$ cat src/rtl/cnn_ctrl_pkg.sv
//------------------------------------------------------------------------------
// cnn_ctrl_pkg
// Shared layer-sequencer constants, FSM state encoding and pipeline tag type.
// Revision: 1.0
//------------------------------------------------------------------------------
`default_nettype none

package cnn_ctrl_pkg;

  localparam int INPUT_NUM_MEM             = 8;
  localparam int IFMAP_PAR                 = 4;
  localparam int NUM_ONE_PIXEL_CYCLE_INTER = 9;
  localparam int OUT_FEATURE_WIDTH         = 8;
  localparam int NUM_ONEMULT               = 2;
  localparam int PIPE_LAT                  = 4;

  localparam int NUM_GRP    = INPUT_NUM_MEM / IFMAP_PAR;
  localparam int PIX_CYCLES = NUM_ONE_PIXEL_CYCLE_INTER * NUM_GRP;

  function automatic int clog2_min1(input int v);
    return (v > 1) ? $clog2(v) : 1;
  endfunction

  localparam int TAP_W   = $clog2(NUM_ONE_PIXEL_CYCLE_INTER);
  localparam int GRP_W   = clog2_min1(NUM_GRP);
  localparam int POS_W   = $clog2(OUT_FEATURE_WIDTH);
  localparam int OFM_W   = clog2_min1(NUM_ONEMULT);
  localparam int DRAIN_W = clog2_min1(PIPE_LAT + 1);

  typedef enum logic [1:0] {
    IDLE  = 2'd0,
    RUN   = 2'd1,
    DRAIN = 2'd2,
    DONE  = 2'd3
  } seq_state_t;

  // Issue-side attributes of one tap, carried alongside the RAM/MAC pipeline
  typedef struct packed {
    logic             first;
    logic             last;
    logic [GRP_W-1:0] grp;
    logic [POS_W-1:0] col;
    logic [POS_W-1:0] row;
    logic [OFM_W-1:0] ofm;
  } seq_tag_t;

endpackage

`default_nettype wire

$ cat src/rtl/conv_seq_delay_line.sv
//------------------------------------------------------------------------------
// conv_seq_delay_line
// Fixed-depth tag shift register with a shared hold (enable) control.
// Revision: 1.0
//------------------------------------------------------------------------------
`default_nettype none

module conv_seq_delay_line
  import cnn_ctrl_pkg::*;
#(
  parameter int DEPTH = 4
) (
  input  logic     clock,
  input  logic     reset_n,
  input  logic     en,
  input  seq_tag_t din,
  output seq_tag_t dout
);

  seq_tag_t r_stage [DEPTH];

  always_ff @(posedge clock or negedge reset_n) begin
    if (!reset_n) begin
      for (int i = 0; i < DEPTH; i++) r_stage[i] <= '0;
    end else if (en) begin
      r_stage[0] <= din;
      for (int i = 1; i < DEPTH; i++) r_stage[i] <= r_stage[i-1];
    end
  end

  assign dout = r_stage[DEPTH-1];

endmodule

`default_nettype wire

$ cat src/rtl/conv_tile_sequencer.sv
//------------------------------------------------------------------------------
// conv_tile_sequencer
// Walks taps/groups/pixels/maps for one conv pass and aligns MAC controls.
// Revision: 1.0
//------------------------------------------------------------------------------
`default_nettype none

module conv_tile_sequencer
  import cnn_ctrl_pkg::*;
(
  input  logic             clock,
  input  logic             reset_n,
  input  logic             start,
  input  logic             stall,
  output logic             busy,
  output logic             done,
  output logic             rden,
  output logic             addr_en,
  output logic [GRP_W-1:0] grp_sel,
  output logic [TAP_W-1:0] tap_idx,
  output logic             accum_sload,
  output logic             mult_en,
  output logic             pix_valid,
  output logic [POS_W-1:0] out_col,
  output logic [POS_W-1:0] out_row,
  output logic [OFM_W-1:0] ofm_idx
);

  seq_state_t         r_state;
  logic [TAP_W-1:0]   r_tap;
  logic [GRP_W-1:0]   r_grp;
  logic [POS_W-1:0]   r_col;
  logic [POS_W-1:0]   r_row;
  logic [OFM_W-1:0]   r_ofm;
  logic [DRAIN_W-1:0] r_drain;
  logic               r_busy;
  logic               r_done;
  logic               r_rden;
  logic               r_pix_valid;
  logic [POS_W-1:0]   r_out_col;
  logic [POS_W-1:0]   r_out_row;
  logic [OFM_W-1:0]   r_ofm_idx;

  logic     w_tap_last, w_grp_last, w_col_last, w_row_last, w_ofm_last, w_final;
  logic     w_pipe_en;
  seq_tag_t w_tag_in;
  seq_tag_t w_tag_out;

  assign w_tap_last = (r_tap == TAP_W'(NUM_ONE_PIXEL_CYCLE_INTER - 1));
  assign w_grp_last = (r_grp == GRP_W'(NUM_GRP - 1));
  assign w_col_last = (r_col == POS_W'(OUT_FEATURE_WIDTH - 1));
  assign w_row_last = (r_row == POS_W'(OUT_FEATURE_WIDTH - 1));
  assign w_ofm_last = (r_ofm == OFM_W'(NUM_ONEMULT - 1));
  assign w_final    = w_tap_last & w_grp_last & w_col_last & w_row_last & w_ofm_last;

  // Stall only freezes the active pass; IDLE/DONE keep flushing so done is never held
  assign w_pipe_en = ~(stall & ((r_state == RUN) | (r_state == DRAIN)));

  always_comb begin
    w_tag_in = '0;
    if (r_state == RUN) begin
      w_tag_in.first = (r_tap == '0) & (r_grp == '0);
      w_tag_in.last  = w_tap_last & w_grp_last;
      w_tag_in.grp   = r_grp;
      w_tag_in.col   = r_col;
      w_tag_in.row   = r_row;
      w_tag_in.ofm   = r_ofm;
    end
  end

  conv_seq_delay_line #(
    .DEPTH (PIPE_LAT)
  ) u_delay_line (
    .clock   (clock),
    .reset_n (reset_n),
    .en      (w_pipe_en),
    .din     (w_tag_in),
    .dout    (w_tag_out)
  );

  always_ff @(posedge clock or negedge reset_n) begin
    if (!reset_n) begin
      r_state <= IDLE;
      r_tap   <= '0;
      r_grp   <= '0;
      r_col   <= '0;
      r_row   <= '0;
      r_ofm   <= '0;
      r_drain <= '0;
      r_busy  <= 1'b0;
      r_done  <= 1'b0;
      r_rden  <= 1'b0;
    end else begin
      case (r_state)
        IDLE: begin
          r_done <= 1'b0;
          if (start) begin
            r_state <= RUN;
            r_busy  <= 1'b1;
            r_rden  <= 1'b1;
            r_tap   <= '0;
            r_grp   <= '0;
            r_col   <= '0;
            r_row   <= '0;
            r_ofm   <= '0;
          end
        end
        RUN: begin
          if (!stall) begin
            // Nested wrap/carry: tap -> grp -> col -> row -> ofm
            if (w_tap_last) begin
              r_tap <= '0;
              if (w_grp_last) begin
                r_grp <= '0;
                if (w_col_last) begin
                  r_col <= '0;
                  if (w_row_last) begin
                    r_row <= '0;
                    r_ofm <= w_ofm_last ? '0 : r_ofm + 1'b1;
                  end else begin
                    r_row <= r_row + 1'b1;
                  end
                end else begin
                  r_col <= r_col + 1'b1;
                end
              end else begin
                r_grp <= r_grp + 1'b1;
              end
            end else begin
              r_tap <= r_tap + 1'b1;
            end
            if (w_final) begin
              r_state <= DRAIN;
              r_rden  <= 1'b0;
              r_drain <= '0;
            end
          end
        end
        DRAIN: begin
          if (!stall) begin
            if (r_drain == DRAIN_W'(PIPE_LAT)) begin
              r_state <= DONE;
              r_done  <= 1'b1;
            end else begin
              r_drain <= r_drain + 1'b1;
            end
          end
        end
        DONE: begin
          r_state <= IDLE;
          r_done  <= 1'b0;
          r_busy  <= 1'b0;
        end
        default: r_state <= IDLE;
      endcase
    end
  end

  always_ff @(posedge clock or negedge reset_n) begin
    if (!reset_n) begin
      r_pix_valid <= 1'b0;
      r_out_col   <= '0;
      r_out_row   <= '0;
      r_ofm_idx   <= '0;
    end else if (w_pipe_en) begin
      r_pix_valid <= w_tag_out.last;
      if (w_tag_out.last) begin
        r_out_col <= w_tag_out.col;
        r_out_row <= w_tag_out.row;
        r_ofm_idx <= w_tag_out.ofm;
      end
    end
  end

  assign busy        = r_busy;
  assign done        = r_done;
  assign rden        = r_rden & ~stall;
  assign addr_en     = r_rden & ~stall;
  assign mult_en     = r_busy & ~stall;
  assign tap_idx     = r_tap;
  assign grp_sel     = w_tag_out.grp;
  assign accum_sload = w_tag_out.first;
  assign pix_valid   = r_pix_valid;
  assign out_col     = r_out_col;
  assign out_row     = r_out_row;
  assign ofm_idx     = r_ofm_idx;

endmodule

`default_nettype wire

$ cat config.mk
export PLATFORM = sky130hd
export DESIGN_NAME = conv_tile_sequencer
export DESIGN_NICKNAME = d
export VERILOG_FILES = /design/src/rtl/cnn_ctrl_pkg.sv /design/src/rtl/conv_seq_delay_line.sv /design/src/rtl/conv_tile_sequencer.sv
export SDC_FILE = /design/constraint.sdc
export NUM_CORES = 1
export LEC_CHECK = 0
export CORE_MARGIN = 2
export CORE_UTILIZATION = 45
export DETAILED_ROUTE_END_ITERATION = 6
export PLACE_DENSITY = 0.72
export SLEW_MARGIN = 20
export SYNTH_ARGS = -nofsm -noshare
export SYNTH_HDL_FRONTEND = slang
export SYNTH_SLANG_ARGS = --single-unit
$ cat constraint.sdc
create_clock -name clock -period 4.8 [get_ports clock]
set_clock_uncertainty 0.2 [all_clocks]
set_input_delay 0.96 -clock clock [delete_from_list [all_inputs] [get_ports clock]]
set_output_delay 0.96 -clock clock [all_outputs]
set_load 0.02 [all_outputs]
# [Word level (Yosys, flattened, before mapping)]
# Index checks and enable logic that the tools add are counted.
# Widths: inputs -> output; s select.
[word_totals] inputBits=4 mem_count=0 ram_bits=0 mem_bits_ro=0 latch_bits=0 regBits=68
[classes] n_eq_ne=17 n_shift=0 div=0 addsub=6 n_reduce_logical=18 muxes=48 mul=0 order_cmp=0 n_bitwise=12
[ops] op="$mux 3" n=14
[ops] op="$ne 2x2->1 const B" n=9
[ops] op="$pmux 3 s2" n=3
[ops] op="$mux 1" n=15
[ops] op="$reduce_and 5->1" n=3
[ops] op="$mux 4" n=3
[ops] op="$mux 10" n=1
[ops] op="$mux 2" n=5
[ops] op="$pmux 1 s2" n=5
[ops] op="$add 3x1->3 const B" n=3
[ops] op="$eq 3x3->1 const B" n=3
[ops] op="$and 1x1->1" n=8
[ops] op="$pmux 2 s4" n=1
[ops] op="$pmux 4 s2" n=1
[ops] op="$reduce_and 4->1" n=2
[ops] op="$reduce_bool 2->1" n=4
[ops] op="$reduce_and 7->1" n=1
[ops] op="$reduce_and 3->1" n=2
[ops] op="$reduce_and 6->1" n=1
[ops] op="$add 4x1->4 const B" n=1
[ops] op="$eq 2x2->1 const B" n=2
[ops] op="$eq 4x4->1 const B" n=1
[ops] op="$logic_not 4->1" n=1
[ops] op="$reduce_and 2->1" n=2
[ops] op="7 further kinds" n=10

# [Depth between registers and ports, before layout]
[logic_depth] ltp_word=8 mapped_depth=9

# [Cells and area by module]
# A second synthesis with hierarchy kept.
[hier_totals] hier_cells=267 hier_area_um2=3225.6
[modules_own_cells] mod="conv_tile_sequencer" seq_area_each_um2=700.7 cells_each=173 area_each_um2=1654.1 n_inst=1
[modules_own_cells] mod="conv_seq_delay_line" seq_area_each_um2=1001.0 cells_each=94 area_each_um2=1571.5 n_inst=1

# [Worst setup path before layout]
# No wires, ideal clock.
[synth_path] path_kind="input port to output port" start="input stall" end="output rden" arrival_ps=1683 path_stages=3 path_buffers=2 path_slack_ps=1957 cell_sequence="buf_2 nor2b_1 buf_4"
[synth_via] elab_chain_len=2
[synth_rtl] element="from (decl)" line_no="conv_tile_sequencer.sv:14" text="input logic stall,"
[synth_rtl] element="$not 1->1"
[synth_rtl] element="$and 1x1->1"
[synth_rtl] element="to (decl)" line_no="conv_tile_sequencer.sv:17" text="output logic rden,"
# Every way passes these cells.

# [Worst setup path after layout]
[layout_path] start="input stall" end="output rden"
[layout_via] elab_chain_len=2
[layout_rtl] element="$not 1->1" line_no="conv_tile_sequencer.sv:177" text="assign rden = r_rden & ~stall;"
[layout_rtl] element="$and 1x1->1" line_no="conv_tile_sequencer.sv:177"
# Every way passes these cells.

==> impl_metrics.toml <==
[worst_setup_path]
start_kind = "primary input"
worst_r2r_endpoint = "r_ofm"
critPathMostFrequentCell = "clkdlybuf4s50_1"
cp_max_fo = 12
worstSetupPathType = "in -> out"
worst_path_max_delay_cell = "clkdlybuf4s50_1"
path_cells = "clkdlybuf4s50_1, nor2b_1, clkdlybuf4s50_1"
ff2ff_path_depth = 7
cp_slowest_stage_delay_ps = 620
cp.arrival_ps = 2420
cp_data_required_time_ps = 3640
cp-end-kind = "output port"
r2r-start = "r_state[1]"
r2r_slack_ps = 2480

[power]
ir_drop_uv = 300
swShare = 0.376
switching_power_w = 0.000627
p_leak_nw = 1.83
p_clk_frac = 0.283
intPower_w = 0.00104
power.density_nw_per_um2 = 462
p_comb_frac = 0.309
p_seq_frac = 0.408

[timing]
min_period_ps = 3580
tightestPinTransition_ps = 693
max_slew_margin = 0.538
fin_crit_sh = 0.746
rsz0062_at_grt = "false"
maxSlewViolCount = 0
setup_viol = 0
fin_ws_ps = 1220
hold_viol = 0
fmax_ghz = 0.279
tns_ps = 0

[synthesis]
yosysTopAreaCellShare = 0.539
syn_nets = 355
yosysUniqueCellTypes = 43
synthCells = 339
synth_top_flop_cell = "dfrtp_1"
syn_avg_cell_area_um2 = 9.31
synth.area.top_cells = "dfrtp_1 (54%), nand2_1 (15%), ha_1 (4.8%), mux2_2 (2.5%), nand3_1 (2.4%)"
synth_area_um2 = 3160
synth_seq_cells = 68
synthArstFlopShare = 1.00
synth_edf_count = 0
yosysTopAreaCell = "dfrtp_1"
yosysSeqAreaShare = 0.539
ys_warn_count = 0

[floorplanning]
core_area_um2 = 6790
die_h_um = 87.8
die-area_um2 = 7700
num_rows = 30
initial_core_util = 0.465
boundaryPins = 23
die_w_um = 87.8

[clock_network]
cts_tree = "yes"
htreeDepth = 3
post_cts_resized = 0
cts_inserted_buffers = 9
postCtsHoldBufs = 0
clock_path_buffers = 2
cts.reportedPaths.clkPinSlew_ps = 70
cts-root-buf = "clkbuf_8"
cts_sinks = 68
postCtsSetupBuffers = 0
clk_latency_ps = 350

[placed_design]
gp_congestion = 0.743
pre_cts_slack_ps = 1210
post-dp-hpwl_um = 3520
dp_cells = 441
portBuffers = 22

[run]
drv_cap = 0

[global_route]
grt.overflow.total = 0
grt_max_degree = 40
antenna_found_initial = 0
grt_pass1_vias = 2215
grt_pass1_wl_um = 9890
grt_use_total = 0.165

[routing]
met1_length_um = 2530
wl_met2_um = 2520
wl_per_cell_um = 11.7
highest_layer = "met4"
drc_errors = 0
ant_nets = 0
drtPass1Iterations = 4
vias = 2287
via_per_inst = 5.00
drtIter0Drc = 121
totalWireLength_um = 5350
dr_wl_met3_um = 178

[hold_path]
hold_start = "u_delay_line.dout[8]"
hold_depth = 2
hold_path_end = "u_delay_line.dout[8]"
min_path_type = "reg -> reg"

[run_status]
status = "finished clean"

[finish]
stdcell_count = 457
layout.nets = 372
drive_gt1_frac = 0.0997
post-route-util = 0.531
areaGrowthSynthToFinish_pct = 14.3
diodes = 0
[power groups by stage]
stage / logic, W / clock network, W / registers, W
floorplan: 0.000393 / 0 / 0.000697
global placement: 0.000502 / 0 / 0.000688
detailed placement: 0.000515 / 0 / 0.000692
CTS: 0.000517 / 0.000484 / 0.000681
global route: 0.000597 / 0.000509 / 0.000689
finish: 0.000516 / 0.000473 / 0.000680
[worst max-delay path, delay by kind of cell]
| family | cells | cell delay [ps] |
|---|---|---|
| buffers and inverters | 2 | 1230 |
| AND/OR/NAND/NOR | 1 | 230 |
[layout by cell type, fill, tap and decap left out, types with 2 or more instances in the layout]
cell type / synthesis / routed
nand2_1: 126 / 126
dfrtp_1: 68 / 68
clkdlybuf4s50_1: 0 / 21
nand3_1: 15 / 15
inv_1: 14 / 14
o21ai_0: 14 / 14
ha_1: 12 / 12
clkbuf_8: 1 / 9
nor2_1: 9 / 8
a21oi_1: 8 / 8
mux2_2: 7 / 7
buf_4: 2 / 5
a31oi_1: 3 / 3
nand4_1: 3 / 3
o311ai_0: 3 / 3
a21o_1: 3 / 3
o22ai_1: 3 / 3
clkinv_4: 0 / 3
o31ai_1: 2 / 2
mux2i_1: 2 / 2
a22o_1: 2 / 2
nor4b_1: 2 / 2
and2_1: 2 / 2
o41ai_1: 2 / 2
clkinv_2: 0 / 2
[how the worst max path moves through the flow]
stage	start	endpoint	slack [ps]	cells after the start
final	stall	rden	1220	3
after global placement	stall	rden	1240	3
after detailed placement	stall	rden	1210	3
after global routing	stall	rden	1080	3
after CTS	stall	rden	1210	3
after floorplan	stall	rden	1960	3
[Yosys cell counts (3+ instances only)]
cell	n
mux2_2	7
o21ai_0	14
clkbuf_1	8
buf_2	7
a31oi_1	3
ha_1	12
o22ai_1	3
nand3_1	15
o311ai_0	3
buf_6	3
nor2_1	9
nand4_1	3
nand2_1	126
inv_1	14
dfrtp_1	68
a21oi_1	8
a21o_1	3
[routing by layer]
metal	GRT usage	vias to the layer above
li1	-	1160
met1	0.207	1080
met2	0.265	35
met3	0.0443	12
met4	0.0797	0
met5	0	-
[through the flow]
step	total power, W	area (um2)	hold WS (ps)
floorplan	0.00109	3160	230
global placement	0.00119	3400	242
detailed placement	0.00121	3400	248
CTS	0.00168	3600	265
global route	0.00180	3610	286
finish	0.00167	3610	263
[cells by family after synthesis]
family	synth area share
mux	0.0313
flops	0.539
compound gates	0.0963
fa+ha+maj	0.0476
simple gates	0.229
buf+inv	0.0571
[flip-flops by register name, summed over array words and instances, names as in the netlist, 2 cells and up]
name and flops:
r_row 3, u_delay_line.r_stage 30, u_delay_line.dout 10, tap_idx 4, out_col 3, r_state 2
r_col 3, out_row 3, r_drain 3
[final cells by class]
class | instances | area (um2)
multi-input combinational | 236 | 1280
tap | 96 | 120
timing repair buffer | 27 | 253
inverter | 14 | 52.6
clock buffer | 9 | 124
fill | 626 | 3190
clock inverter | 7 | 75.1
sequential | 68 | 1700
(Power assumes the default switching activity.)
